`src/rtl/nibble_add_pkg.sv`:
```
// nibble_add_pkg: shared nibble width, nibble type and FSM state encoding for the serial adder
package nibble_add_pkg;
  localparam int NIBBLE_W = 4;
  typedef enum logic [1:0] {IDLE, ADD, DONE} state_t;
  typedef logic [NIBBLE_W-1:0] nibble_t;
endpackage

```
`src/rtl/nibble_add4.sv`:
```
// nibble_add4: combinational 4-bit add slice with carry in/out
module nibble_add4
  import nibble_add_pkg::*;
(
  input  nibble_t a,
  input  nibble_t b,
  input  logic    cin,
  output nibble_t s,
  output logic    cout
);
  assign {cout, s} = {1'b0, a} + {1'b0, b} + {{NIBBLE_W{1'b0}}, cin};
endmodule

```
`src/rtl/nibble_serial_adder.sv`:
```
// nibble_serial_adder: WIDTH-bit adder reusing one 4-bit slice per cycle, LS nibble first, valid/ready on both sides.
// Optional signed-overflow output ovf when NIBBLE_SERIAL_ADDER_OVF_EN is defined.
module nibble_serial_adder
  import nibble_add_pkg::*;
#(
  parameter int WIDTH = 16
) (
  input  logic             clk,
  input  logic             rst,
  input  logic             in_valid,
  output logic             in_ready,
  input  logic [WIDTH-1:0] a,
  input  logic [WIDTH-1:0] b,
  input  logic             cin,
  output logic             out_valid,
  input  logic             out_ready,
  output logic [WIDTH-1:0] sum,
  output logic             cout,
`ifdef NIBBLE_SERIAL_ADDER_OVF_EN
  output logic             ovf,
`endif
  output logic             busy
);
  localparam int NIB = WIDTH / NIBBLE_W;
  localparam int CW = NIB > 1 ? $clog2(NIB) : 1;
  localparam logic [CW-1:0] LAST = CW'(NIB - 1);
  if (WIDTH % NIBBLE_W != 0 || WIDTH < NIBBLE_W) begin : g_bad_width
    $error("nibble_serial_adder: WIDTH must be a positive multiple of 4");
  end
  state_t           r_state;
  logic [WIDTH-1:0] r_a, r_b, r_acc, r_sum;
  logic [CW-1:0]    r_cnt;
  logic             r_carry, r_cout;
  nibble_t          w_s;
  logic             w_co;
  logic [WIDTH-1:0] w_acc_n;
  nibble_add4 u_slice (
    .a    (r_a[NIBBLE_W-1:0]),
    .b    (r_b[NIBBLE_W-1:0]),
    .cin  (r_carry),
    .s    (w_s),
    .cout (w_co)
  );
  // the working accumulator is separate from r_sum so the previous result stays visible during ADD
  assign w_acc_n   = WIDTH'({w_s, r_acc} >> NIBBLE_W);
  assign in_ready  = r_state == IDLE;
  assign out_valid = r_state == DONE;
  assign busy      = r_state != IDLE;
  assign sum       = r_sum;
  assign cout      = r_cout;
  always_ff @(posedge clk) begin
    if (rst) begin
      r_state <= IDLE;
      r_a     <= '0;
      r_b     <= '0;
      r_acc   <= '0;
      r_sum   <= '0;
      r_cnt   <= '0;
      r_carry <= 1'b0;
      r_cout  <= 1'b0;
    end else if (r_state == IDLE) begin
      if (in_valid) begin
        r_a     <= a;
        r_b     <= b;
        r_carry <= cin;
        r_cnt   <= '0;
        r_state <= ADD;
      end
    end else if (r_state == ADD) begin
      r_a     <= r_a >> NIBBLE_W;
      r_b     <= r_b >> NIBBLE_W;
      r_acc   <= w_acc_n;
      r_carry <= w_co;
      r_cnt   <= r_cnt + 1'b1;
      if (r_cnt == LAST) begin
        r_sum   <= w_acc_n;
        r_cout  <= w_co;
        r_state <= DONE;
      end
    end else if (out_ready) begin
      r_state <= IDLE;
    end
  end
`ifdef NIBBLE_SERIAL_ADDER_OVF_EN
  logic r_am, r_bm, r_ovf;
  assign ovf = r_ovf;
  always_ff @(posedge clk) begin
    if (rst) begin
      r_am  <= 1'b0;
      r_bm  <= 1'b0;
      r_ovf <= 1'b0;
    end else if (r_state == IDLE && in_valid) begin
      r_am <= a[WIDTH-1];
      r_bm <= b[WIDTH-1];
    end else if (r_state == ADD && r_cnt == LAST) begin
      r_ovf <= (r_am == r_bm) && (w_s[NIBBLE_W-1] != r_am);
    end
  end
`endif
endmodule

```
`config.mk`:
```
export PLATFORM = sky130hd
export DESIGN_NAME = nibble_serial_adder
export DESIGN_NICKNAME = d
export VERILOG_FILES = /design/src/rtl/nibble_add_pkg.sv /design/src/rtl/nibble_add4.sv /design/src/rtl/nibble_serial_adder.sv
export SDC_FILE = /design/constraint.sdc
export NUM_CORES = 1
export LEC_CHECK = 0
export BUFFER_PORTS_ARGS = -buffer_cell sky130_fd_sc_hd__clkbuf_2
export CAP_MARGIN = 20
export CORE_MARGIN = 8
export CORE_UTILIZATION = 55
export CTS_CLUSTER_DIAMETER = 80
export DETAILED_ROUTE_END_ITERATION = 8
export PLACE_DENSITY = 0.87
export SYNTH_ARGS = -nofsm -noshare
export SYNTH_HDL_FRONTEND = slang
export SYNTH_SLANG_ARGS = --single-unit
```
`constraint.sdc`:
```
create_clock -name clk -period 2.9 [get_ports clk]
set_clock_uncertainty 0.1 [all_clocks]
set_input_delay 0.29 -clock clk [delete_from_list [all_inputs] [get_ports clk]]
set_output_delay 0.29 -clock clk [all_outputs]
set_load 0.01 [all_outputs]
```
# == Word-level counts from Yosys, hierarchy flattened ==
# Cells that the tools add are included.
# word_totals
ff_bits,70
latchBits,0
ram_bits,0
romBits,0
inputBits,37
out_inout_bits,20
mem_count,0
# op_classes
addsub,3
n_mul,0
div,0
order_cmp,0
eq_ne,5
shifts,0
n_mux,17
n_bitwise,1
n_reduce_logical,8
# ops
operator,n
16-bit 2-to-1 mux,6
2-bit 2-to-1 mux,8
3-bit AND reduction,2
4-bit by 4-bit adder with 5-bit output,1
5-bit by 1-bit adder with 5-bit output,1
"2-bit == test, second input constant",2
2-bit AND reduction,2
2-bit nonzero test,2
1-bit 2-to-1 mux,3
"3-bit by 2-bit != test with 1-bit output, second input constant",1
3-bit nonzero test,1
"2-bit by 1-bit adder with 2-bit output, second input constant",1
"2-bit by 1-bit == test with 1-bit output, second input constant",1
2-bit zero test,1
"2-bit != test, second input constant",1
1-bit inverter,1

# == Depth between registers and ports, before layout ==
# Gate-level depths: netlist (run 1).
# depth
depth_word,4
ltp_mapped,7

# == Cells and area by module ==
# A second synthesis (run 1) with hierarchy kept.
# unflattened
hier_cells,307
hier_area_um2,2730.1
# modules_own_cells
mod,n_inst,cells_per_inst,area_each_um2,seq_area_each_um2
nibble_serial_adder,1,291,2586.2,1321.3
nibble_add4,1,16,143.9,0.0

# == Worst setup path after synthesis (run 1) ==
# Ideal clock, no wire load.
# synth_path
kind,reg-to-reg
start,register r_a[0]
end,"register r_cout, in the netlist cout"
setup_ns,0.086
t_arrival_ns,1.603
setup_slack_ns,1.112
stages_incl_launch_ff,8
path_buffers,0
cell_sequence,dfxtp_1 > inv_1 > fa_1 > fa_1 > inv_1 > a21o_1 > a21oi_1 > a211oi_1
# synth_via
elab_chain_len,2
# synth_lines
item,line_no,text
start: declaration,nibble_serial_adder.sv:31,"logic [WIDTH-1:0] r_a, r_b, r_acc, r_sum;"
start signal: assignment,nibble_serial_adder.sv:70,r_a <= r_a >> NIBBLE_W;
4-bit by 4-bit adder with 5-bit output,nibble_add4.sv:11,"assign {cout, s} = {1'b0, a} + {1'b0, b} + {{NIBBLE_W{1'b0}}, cin};"
5-bit by 1-bit adder with 5-bit output,nibble_add4.sv:11,
end signal: assignment,nibble_serial_adder.sv:77,r_cout <= w_co;
end: declaration,nibble_serial_adder.sv:33,"logic r_carry, r_cout;"
# No other way between the ends.
# A chain may end at the register's enable or synchronous reset.

# == Worst setup path after layout (run 1) ==
# layout_path
start,register r_state[1]
end,output port out_valid
# layout_via
elab_chain_len,1
# layout_lines
item,line_no,text
start: declaration,nibble_serial_adder.sv:30,state_t r_state;
start signal: assignment,nibble_serial_adder.sv:53,r_state <= IDLE;
start signal: assignment,nibble_serial_adder.sv:67,r_state <= ADD;
start signal: assignment,nibble_serial_adder.sv:78,r_state <= DONE;
2-bit == test,nibble_serial_adder.sv:47,assign out_valid = r_state == DONE;
end: declaration,nibble_serial_adder.sv:15,"output logic out_valid,"
# No other way between the ends.

==> results of run 1 <==
[worst max-delay path by stage]
stage / to / slack, ps / depth (start not counted)
final: out_valid / 800 / 3
after global routing: out_valid / 700 / 3
after CTS: out_valid / 810 / 3
after detailed placement: r_carry$_SDFFE_PP0P_ / 920 / 5
after global placement: r_carry$_SDFFE_PP0P_ / 990 / 5
after floorplan: cout$_SDFFE_PP0P_ / 1110 / 7
[kinds of logic (layout without fill, tap and decap cells)]
logic type	Yosys count	after routing	share of synthesized area [%]
adder cells (fa/ha/maj)	6	6	3.10
AO/OA/AOI/OAI	76	76	15.1
multiplexers	1	1	0.344
buffers and inverters	40	87	5.72
AND/OR/NAND/NOR	195	195	30.0
XOR/XNOR	1	1	0.301
flip-flops	66	66	45.4
[metrics by stage]
stage                     hold slack, ps  cell area [um^2]  util, %
after floorplan                      332              2910        -
after global placement               341              3210     62.8
after detailed placement             347              3210     62.8
after CTS                           79.9              3350     65.5
after global routing                99.0              3350     65.5
final                               84.7              3350     65.5
[sequential cells by signal, indices dropped and copies added, names as in the netlist]
register,flops
r_a,16
r_cnt,2
r_state,2
r_carry,1
sum,16
r_acc,12
r_b,16
cout,1
[cell usage in the layout, fill, tap and decap left out, types with 7 or more instances in the layout]
cell type	count
buf_4	8
a211oi_1	10
clkbuf_8	9
nor3_1	20
a21oi_1	53
nor2_1	87
nand2_1	46
inv_1	10
nor2b_1	28
clkbuf_2	56
a22oi_1	7
dfxtp_1	66
[worst max-delay path: stages (launching register included)]
cell and delay (ps):
dfxtp_1 740, buf_4 340, nor2b_1 150, clkbuf_2 140
[routing by layer]
metal	part of all wire (%)	wire, um
met4	1.8	116
met5	0	0
met1	45	2840
met2	46	2950
met3	7.2	456
[final cells by class]
class / count / area share (%)
Inverter: 10 / 1.12
Tap cell: 70 / 2.62
Clock inverter: 1 / 0.150
Clock buffer: 12 / 4.04
Sequential cell: 66 / 39.5
Multi-Input combinational cell: 279 / 42.4
Timing Repair Buffer: 64 / 10.2
[power breakdown]
group | switching [uW] | leakage [uW] | internal, uW
combinational | 146 | 0.000832 | 112
clock | 307 | 0.0000722 | 295
sequential | 33.2 | 0.000541 | 957
==> flow_metrics.py, run 1 <==
metrics = {
    "worst_setup_path": {
        "cp.arrival_ps": 1710,
        "worstSetupStartpoint": "r_state[1]$_SDFFE_PP0P_",
        "end_kind": "output port",
        "path_class": "reg -> out",
        "worstPathMaxFanout": 20,
        "r2r_cells": 7,
        "rr_startpoint": "r_a[0]$_SDFFE_PP0P_",
        "rrSetupSlack_ps": 950,
        "crit_required_ps": 2510,
        "r2r-end": "cout$_SDFFE_PP0P_",
        "start_kind": "flip-flop",
    },
    "logic_synthesis": {
        "synth_edf_count": 0,
        "synth-main-ff-cell": "dfxtp_1",
        "synth.area.top_cells": "dfxtp_1 45%, nor2_1 11%, a21oi_1 9.1%, nor2b_1 6.0%, nand2_1 5.9%",
        "netlist_area_um2": 2910,
        "ys_seq_elements": 66,
        "synthTopCellsByCount": "87 x nor2_1, 66 x dfxtp_1, 53 x a21oi_1",
        "synth_most_common_cell": "nor2_1",
        "seq_area_frac_synth_pct": 45.4,
        "syn_area_per_cell_um2": 7.55,
        "synth.distinct_cells": 30,
        "synth_fp_nets": 428,
        "syn_inst": 385,
        "postSynth.asyncResetShare_pct": 0,
        "ys_warn_count": 0,
        "synth_top_area_share_pct": 45.4,
        "synth_top_area_cell": "dfxtp_1",
    },
    "cells_and_area": {
        "stdcell_count": 502,
        "fillers": 455,
        "syn_to_final_growth_pct": 15.1,
        "nets": 473,
        "antenna_cells": 0,
        "seq_area_um2": 1320,
        "multiInputGateArea_um2": 1420,
        "drive_above_1_share_pct": 17.6,
    },
    "timing": {
        "final-hold-violation-count": 0,
        "setup_viol": 0,
        "setup_tns_ps": 0,
        "worst_slew_pin_slew_ps": 832,
        "rsz0062_at_grt": "no",
        "finalWorstSetupSlack_ps": 803,
        "maxSlewHeadroom_pct": 44.5,
        "fmax_mhz": 477,
        "finalCriticalPeriod_ps": 2100,
        "slew_viol_final": 0,
        "fin_crit_sh_pct": 72.3,
    },
    "pwr": {
        "total_power_uw": 1850,
        "powerDensity_nw_per_um2": 553,
        "p_leak_uw": 0.00144,
        "ir_drop_mv": 0.272,
    },
    "die": {
        "core-area_um2": 5110,
        "io_pins": 57,
        "die_area_um2": 7870,
        "rows": 26,
        "start_util_pct": 56.9,
        "die_x_um": 88.7,
        "fp.dieH_um": 88.7,
    },
    "detailed_routing": {
        "wire_per_inst_um": 12.7,
        "viasPerCell": 5.28,
        "vias": 2650,
        "routed_wl_um": 6360,
        "firstDrtPassIters": 4,
        "drtIter0Drc": 91,
        "drc_errors": 0,
        "drtAntennaViolNets": 0,
    },
    "worst_hold_path": {
        "min_path_cells": 3,
        "holdCritPathClass": "in -> reg",
        "worstHoldStart": "b[15]",
        "whs_endpoint": "r_b[15]$_SDFFE_PP0P_",
    },
    "clock_network": {
        "numCtsBuffers": 9,
        "cts-root-buf": "clkbuf_8",
        "clk_latency_ps": 340,
        "clk_pin_slew_worst_paths_ps": 70,
        "cts_setup_buffers": 0,
        "htreeDepth": 3,
        "cts_sinks": 66,
        "post_cts_resized": 0,
        "cts_tree": "done",
        "clk_path_buf_depth": 2,
        "ctsHoldBuffers": 0,
    },
    "grt": {
        "grt_pass1_wl_um": 10800,
        "grt.met3_usage_pct": 3.71,
        "grt.total_usage_pct": 17.2,
        "grt_pass1_vias": 2517,
        "globalRouteOverflowTotal": 0,
        "grt_util_met1_pct": 20.7,
        "antenna_found_initial": 0,
        "grt_max_degree": 45,
        "grt_use_met2_pct": 28.5,
        "busiest_layer": "met2",
    },
    "place": {
        "dp_hpwl_um": 4420,
        "dp_cells": 489,
        "place_ws_ps": 917,
        "io_buffers": 56,
        "gp_congestion": 0.812,
    },
    "job": {
        "drv_cap": 0,
    },
    "status": {
        "status": "completed",
    },
}
(Power assumes the default switching activity.)
==> run 2, diff against run 1 <==
--- a/config.mk
+++ b/config.mk
@@ -8,10 +8,10 @@
 export BUFFER_PORTS_ARGS = -buffer_cell sky130_fd_sc_hd__clkbuf_2
 export CAP_MARGIN = 20
 export CORE_MARGIN = 8
-export CORE_UTILIZATION = 55
+export CORE_UTILIZATION = 49
 export CTS_CLUSTER_DIAMETER = 80
 export DETAILED_ROUTE_END_ITERATION = 8
-export PLACE_DENSITY = 0.87
+export PLACE_DENSITY = 0.82
 export SYNTH_ARGS = -nofsm -noshare
 export SYNTH_HDL_FRONTEND = slang
 export SYNTH_SLANG_ARGS = --single-unit
==> constraint.sdc (replaced) <==
create_clock -name clk -period 1.9 [get_ports clk]
set_clock_uncertainty 0.1 [all_clocks]
set_input_delay 0.19 -clock clk [delete_from_list [all_inputs] [get_ports clk]]
set_output_delay 0.19 -clock clk [all_outputs]
set_load 0.01 [all_outputs]
==> run 2 against run 1 <==
Register-to-register slack lost 800 ps. Sequential power grew 52%. Combinational power grew 61%. Critical path depth grew 4. Via count shrank 0.45%. First-iteration DRC count grew 9.9%. Utilization shrank 4.9 points. Flip-flop and latch count is the same. Worst setup slack lost 660 ps. Die area grew 10%. Count of clock-buffer cells in the layout shrank 1. Critical path type is now reg -> reg. Largest cell class unchanged.
==> flow_metrics.py, run 2 (synthesis gave the netlist of run 1 again) <==
metrics = {
    "status": {
        "status": "completed",
    },
    "detailed_routing": {
        "viasPerCell": 5.05,
        "vias": 2638,
        "drtIter0Drc": 100,
        "wire_per_inst_um": 12.5,
        "firstDrtPassIters": 4,
        "drtAntennaViolNets": 0,
        "drc_errors": 0,
        "routed_wl_um": 6500,
    },
    "worst_hold_path": {
        "holdCritPathClass": "in -> reg",
        "worstHoldStart": "b[13]",
    },
    "worst_setup_path": {
        "cp.arrival_ps": 1910,
        "rr_startpoint": "r_a[0]$_SDFFE_PP0P_",
        "rrSetupSlack_ps": 150,
        "worstSetupStartpoint": "r_a[0]$_SDFFE_PP0P_",
        "start_kind": "flip-flop",
        "crit_path_max_incr_delay_ps": 410,
        "crit_path_top_delay_cell": "fa_2",
        "path_class": "reg -> reg",
        "crit_required_ps": 2060,
        "crit_chain": "inv_1, fa_2, fa_2, inv_1, a21o_1, a21oi_1, a211oi_1",
        "end_kind": "flip-flop",
        "worstPathMaxFanout": 2,
    },
    "cells_and_area": {
        "stdcell_count": 522,
        "syn_to_final_growth_pct": 21.2,
        "drive_above_1_share_pct": 20.4,
        "layout_commonest_cell": "nor2_1",
        "fillers": 548,
        "nets": 485,
        "antenna_cells": 0,
        "design_area_um2": 3520,
        "final_cell_mix": "87 x nor2_1, 66 x dfxtp_1, 56 x clkbuf_2, 53 x a21oi_1, 46 x nand2_1",
    },
    "clock_network": {
        "numCtsBuffers": 9,
        "cts_sinks": 66,
        "clk_pin_slew_worst_paths_ps": 70,
        "clk_latency_ps": 340,
        "cts_setup_buffers": 0,
        "htreeDepth": 3,
        "cts_tree": "done",
        "clk_path_buf_depth": 2,
        "cts-root-buf": "clkbuf_8",
    },
    "grt": {
        "globalRouteOverflowTotal": 0,
        "grt_max_degree": 30,
        "grt_pass1_vias": 2535,
        "grt_pass1_wl_um": 11100,
        "grt.total_usage_pct": 15.6,
        "antenna_found_initial": 0,
    },
    "die": {
        "rows": 28,
        "die_area_um2": 8660,
        "start_util_pct": 50.0,
        "fp.dieH_um": 93.0,
        "die_x_um": 93.0,
        "io_pins": 57,
        "core-area_um2": 5820,
    },
    "timing": {
        "worst_slew_pin_slew_ps": 363,
        "slew_viol_final": 0,
        "rsz0062_at_grt": "no",
        "fmax_mhz": 570,
        "setup_viol": 0,
        "maxSlewHeadroom_pct": 75.7,
        "final-hold-violation-count": 0,
        "finalCriticalPeriod_ps": 1750,
        "fin_crit_sh_pct": 92.3,
        "setup_tns_ps": 0,
    },
    "place": {
        "gp_congestion": 0.806,
        "dp_hpwl_um": 4510,
        "dp_cells": 501,
        "dpl_cell_area_um2": 3270,
        "io_buffers": 56,
    },
    "job": {
        "drv_cap": 0,
    },
    "pwr": {
        "ir_drop_mv": 0.606,
        "powerDensity_nw_per_um2": 882,
        "p_leak_uw": 0.00153,
    },
}
## run 2: cell count changes in the layout (fill, tap and decap cells not counted), sizes merged
cell	change
buf	+7
dlygate4sd3	+5
clkinv	+2
bufinv	+1
clkbuf	-1
clkinvlp	+1
## run 2: repair_timing
| item | 4_1_cts | 5_1_grt |
|---|---|---|
| endpoints found under the hold margin | 5 | 0 |
| resized for setup | 1 | 1 |
| setup endpoints to repair | 1 | 2 |
| pin swaps | 0 | 1 |
| hold buffers | 5 | 0 |
## run 2: stage by stage
stage	hold slack (ps)	setup slack, ps	total power (uW)	utilization (%)
final	21.6	146	3110	60.6
after global routing	44.8	20.5	3260	60.6
after CTS	13.5	51.1	3140	60.6
after detailed placement	337	3.45	1940	56.2
after global placement	325	50.3	1930	56.2
after floorplan	238	112	1820	-
## run 2: layout make-up
class	count	area, um^2	area share, %
Multi-Input combinational cell	279	1430	40.4
Sequential cell	66	1320	37.5
Timing Repair Buffer	76	443	12.6
Clock buffer	11	151	4.30
Tap cell	75	93.8	2.66
Clock inverter	5	52.6	1.49
Inverter	10	37.5	1.06
## run 2: layer usage
metal | global-route usage [%] | vias up | share of wire, %
li1 | - | 1376 | -
met1 | 17.6 | 1189 | 45
met2 | 26.2 | 64 | 47
met3 | 5.77 | 9 | 6.6
met4 | 5.91 | 0 | 1.3
met5 | 0 | - | 0
## run 2: critical path: cells and delay by family, from the launching register on
| kind | cells | cell delay, ps |
|---|---|---|
| AO/OA/AOI/OAI | 3 | 380 |
| flip-flops | 1 | 310 |
| adder cells (fa/ha/maj) | 2 | 770 |
| buffers and inverters | 2 | 120 |
## run 2: final timing paths
check                              end  cells after the start
setup / recovery     cout$_SDFFE_PP0P_                      7
hold / removal    r_b[13]$_SDFFE_PP0P_                      3
setup reg to reg     cout$_SDFFE_PP0P_                      7
hold reg to reg    sum[0]$_SDFFE_PP0P_                      2
## run 2: power by group
group          internal [uW]  switching, uW
Sequential              1460           43.8
Combinational            187            230
Clock                    670            517
==> run 3, diff against run 2 <==
--- a/config.mk
+++ b/config.mk
@@ -8,10 +8,11 @@
 export BUFFER_PORTS_ARGS = -buffer_cell sky130_fd_sc_hd__clkbuf_2
 export CAP_MARGIN = 20
 export CORE_MARGIN = 8
-export CORE_UTILIZATION = 49
+export CORE_UTILIZATION = 48
 export CTS_CLUSTER_DIAMETER = 80
 export DETAILED_ROUTE_END_ITERATION = 8
-export PLACE_DENSITY = 0.82
+export PLACE_DENSITY = 0.81
 export SYNTH_ARGS = -nofsm -noshare
 export SYNTH_HDL_FRONTEND = slang
+export SYNTH_HIERARCHICAL = 1
 export SYNTH_SLANG_ARGS = --single-unit
==> run 3 against run 2 <==
Clock power increased by 8%. Synthesized cell count decreased by 20%. Critical path depth increased by 2. Highest routed layer unchanged. Critical path type unchanged. Sequential power about the same. Die area decreased by 3.5%. Cell count decreased by 16%. Global-route usage decreased by 0.12 points.
==> flow_metrics.py, run 3 <==
metrics = {
    "grt": {
        "grt_pass1_vias": 2359,
        "grt_pass1_wl_um": 10800,
        "globalRouteOverflowTotal": 0,
        "grt_max_degree": 40,
        "grt.total_usage_pct": 15.5,
        "antenna_found_initial": 0,
    },
    "detailed_routing": {
        "wire_per_inst_um": 14.5,
        "drtIter0Drc": 118,
        "firstDrtPassIters": 4,
        "vias": 2314,
        "viasPerCell": 5.28,
        "routed_wl_um": 6350,
        "drtAntennaViolNets": 0,
        "drc_errors": 0,
    },
    "timing": {
        "setup_viol": 0,
        "finalCriticalPeriod_ps": 1760,
        "fmax_mhz": 567,
        "finalWorstSetupSlack_ps": 138,
        "setup_tns_ps": 0,
        "fin_crit_sh_pct": 92.7,
        "final-hold-violation-count": 0,
        "worst_slew_pin_slew_ps": 580,
        "slew_viol_final": 0,
        "maxSlewHeadroom_pct": 61.3,
        "rsz0062_at_grt": "no",
    },
    "worst_setup_path": {
        "path_class": "reg -> reg",
        "start_kind": "flip-flop",
        "cp.arrival_ps": 1900,
        "crit_chain": "fa_2, inv_1, fa_2, nor2b_1, o21ai_0, nand2b_1, inv_1, a21oi_1, o221a_2",
        "crit_path_top_delay_cell": "fa_2",
        "worstPathMaxFanout": 2,
        "critical-path-top-delay-family": "adder cells",
        "crit_required_ps": 2030,
        "crit_buf_inv": 2,
        "end_kind": "flip-flop",
        "crit_path_max_incr_delay_ps": 390,
    },
    "clock_network": {
        "numCtsBuffers": 9,
        "htreeDepth": 3,
        "cts_setup_buffers": 0,
        "cts_sinks": 66,
        "clk_pin_slew_worst_paths_ps": 70,
        "clk_path_buf_depth": 2,
        "cts_tree": "done",
        "clk_latency_ps": 340,
        "cts-root-buf": "clkbuf_8",
    },
    "die": {
        "io_pins": 57,
        "die_area_um2": 8360,
        "core-area_um2": 5510,
        "start_util_pct": 49.6,
        "fp.dieH_um": 91.4,
        "die_x_um": 91.4,
        "rows": 27,
    },
    "place": {
        "io_buffers": 56,
        "place_ws_ps": 75.7,
        "dp_hpwl_um": 4350,
        "gp_congestion": 0.777,
        "dpl_cell_area_um2": 3060,
    },
    "pwr": {
        "ir_drop_mv": 0.725,
        "powerDensity_nw_per_um2": 964,
        "total_power_uw": 3190,
        "p_leak_uw": 0.00137,
    },
    "cells_and_area": {
        "multiInputGateArea_um2": 1190,
        "syn_to_final_growth_pct": 21.3,
        "seq_area_um2": 1330,
        "final_cell_mix": "63 x dfxtp_1, 58 x nand2_1, 58 x a21oi_1, 56 x clkbuf_2, 30 x inv_1",
        "design_area_um2": 3310,
        "nets": 404,
        "antenna_cells": 0,
        "layout_commonest_cell": "dfxtp_1",
        "drive_above_1_share_pct": 30.3,
        "fillers": 486,
    },
    "logic_synthesis": {
        "synth_top_area_cell": "dfxtp_1",
        "seq_area_frac_synth_pct": 48.4,
        "syn_area_per_cell_um2": 8.89,
        "netlist_area_um2": 2730,
        "ys_seq_elements": 66,
        "postSynth.asyncResetShare_pct": 0,
        "synth_top_area_share_pct": 48.4,
        "synth_fp_nets": 350,
        "synth_most_common_cell": "dfxtp_1",
        "ys_warn_count": 6,
        "synth.distinct_cells": 29,
        "syn_inst": 307,
        "synth.area.top_cells": "dfxtp_1 48%, a21oi_1 11%, o221a_2 8.7%, nand2_1 8.0%, inv_1 4.1%",
        "synthTopCellsByCount": "66 x dfxtp_1, 58 x a21oi_1, 58 x nand2_1",
        "synth_edf_count": 0,
        "synth-main-ff-cell": "dfxtp_1",
    },
    "status": {
        "status": "completed",
    },
    "job": {
        "drv_cap": 0,
    },
    "worst_hold_path": {
        "holdCritPathClass": "in -> reg",
    },
}
## run 3: area by class of cell
| class | instances | area share [%] |
|---|---|---|
| repair buffers | 64 | 11.2 |
| clock inverters | 5 | 2.34 |
| multi-input cells | 190 | 36.1 |
| flip-flops and latches | 66 | 40.0 |
| clock buffers | 11 | 4.27 |
| well taps | 72 | 2.72 |
| inverters | 30 | 3.40 |
## run 3: per-layer routing
metal,routed length [um],GRT usage [%]
met1,2810,17.7
met2,3010,25.2
met3,426,6.91
met4,97,4.77
met5,0,0
## run 3: cells by family (layout without fill, tap and decap cells)
| group | count (synthesis) | after routing | synth area share [%] |
|---|---|---|---|
| fa+ha+maj | 6 | 6 | 3.30 |
| compound gates | 97 | 97 | 24.7 |
| flops | 66 | 66 | 48.4 |
| simple gates | 84 | 84 | 14.4 |
| xor+xnor | 2 | 2 | 0.642 |
| buf+inv | 51 | 110 | 8.16 |
| mux | 1 | 1 | 0.367 |
## run 3: stage by stage
| stage | cells | hold WS (ps) | util [%] |
|---|---|---|---|
| 5_1_grt | 438 | 15.8 | 60.1 |
| 2_1_floorplan | 307 | 251 | - |
| 3_5_place_dp | 420 | 346 | 55.6 |
| 6_report | 438 | 12.4 | 60.1 |
| 3_3_place_gp | 420 | 338 | 55.6 |
| 4_1_cts | 438 | 2.05 | 60.0 |
## run 3: report_power, final
| part | switching (uW) | internal [uW] |
|---|---|---|
| registers | 56.4 | 1470 |
| clock network | 522 | 770 |
| logic | 201 | 178 |
## run 3: worst register-to-register path: cells and delay by family (launching register included)
| family | cells | cell delay, ps |
|---|---|---|
| AND/OR/NAND/NOR | 2 | 140 |
| flip-flops | 1 | 340 |
| adder cells (fa/ha/maj) | 2 | 600 |
| buffers and inverters | 2 | 140 |
| AO/OA/AOI/OAI | 3 | 340 |
## run 3: worst paths after layout
check,start,to,slack [ps],depth (start not counted)
max,r_a[0]$_SDFFE_PP0P_,r_carry$_SDFFE_PP0P_,140,9
min,a[14],r_a[14]$_SDFFE_PP0P_,10,3
max reg2reg,r_a[0]$_SDFFE_PP0P_,r_carry$_SDFFE_PP0P_,140,9
min reg2reg,sum[0]$_SDFFE_PP0P_,sum[0]$_SDFFE_PP0P_,360,2
## run 3: what timing repair did
action,CTS,global route
resized for setup,0,5
endpoints found under the setup margin,0,1
hold buffers,2,0
hold endpoints to repair,2,0
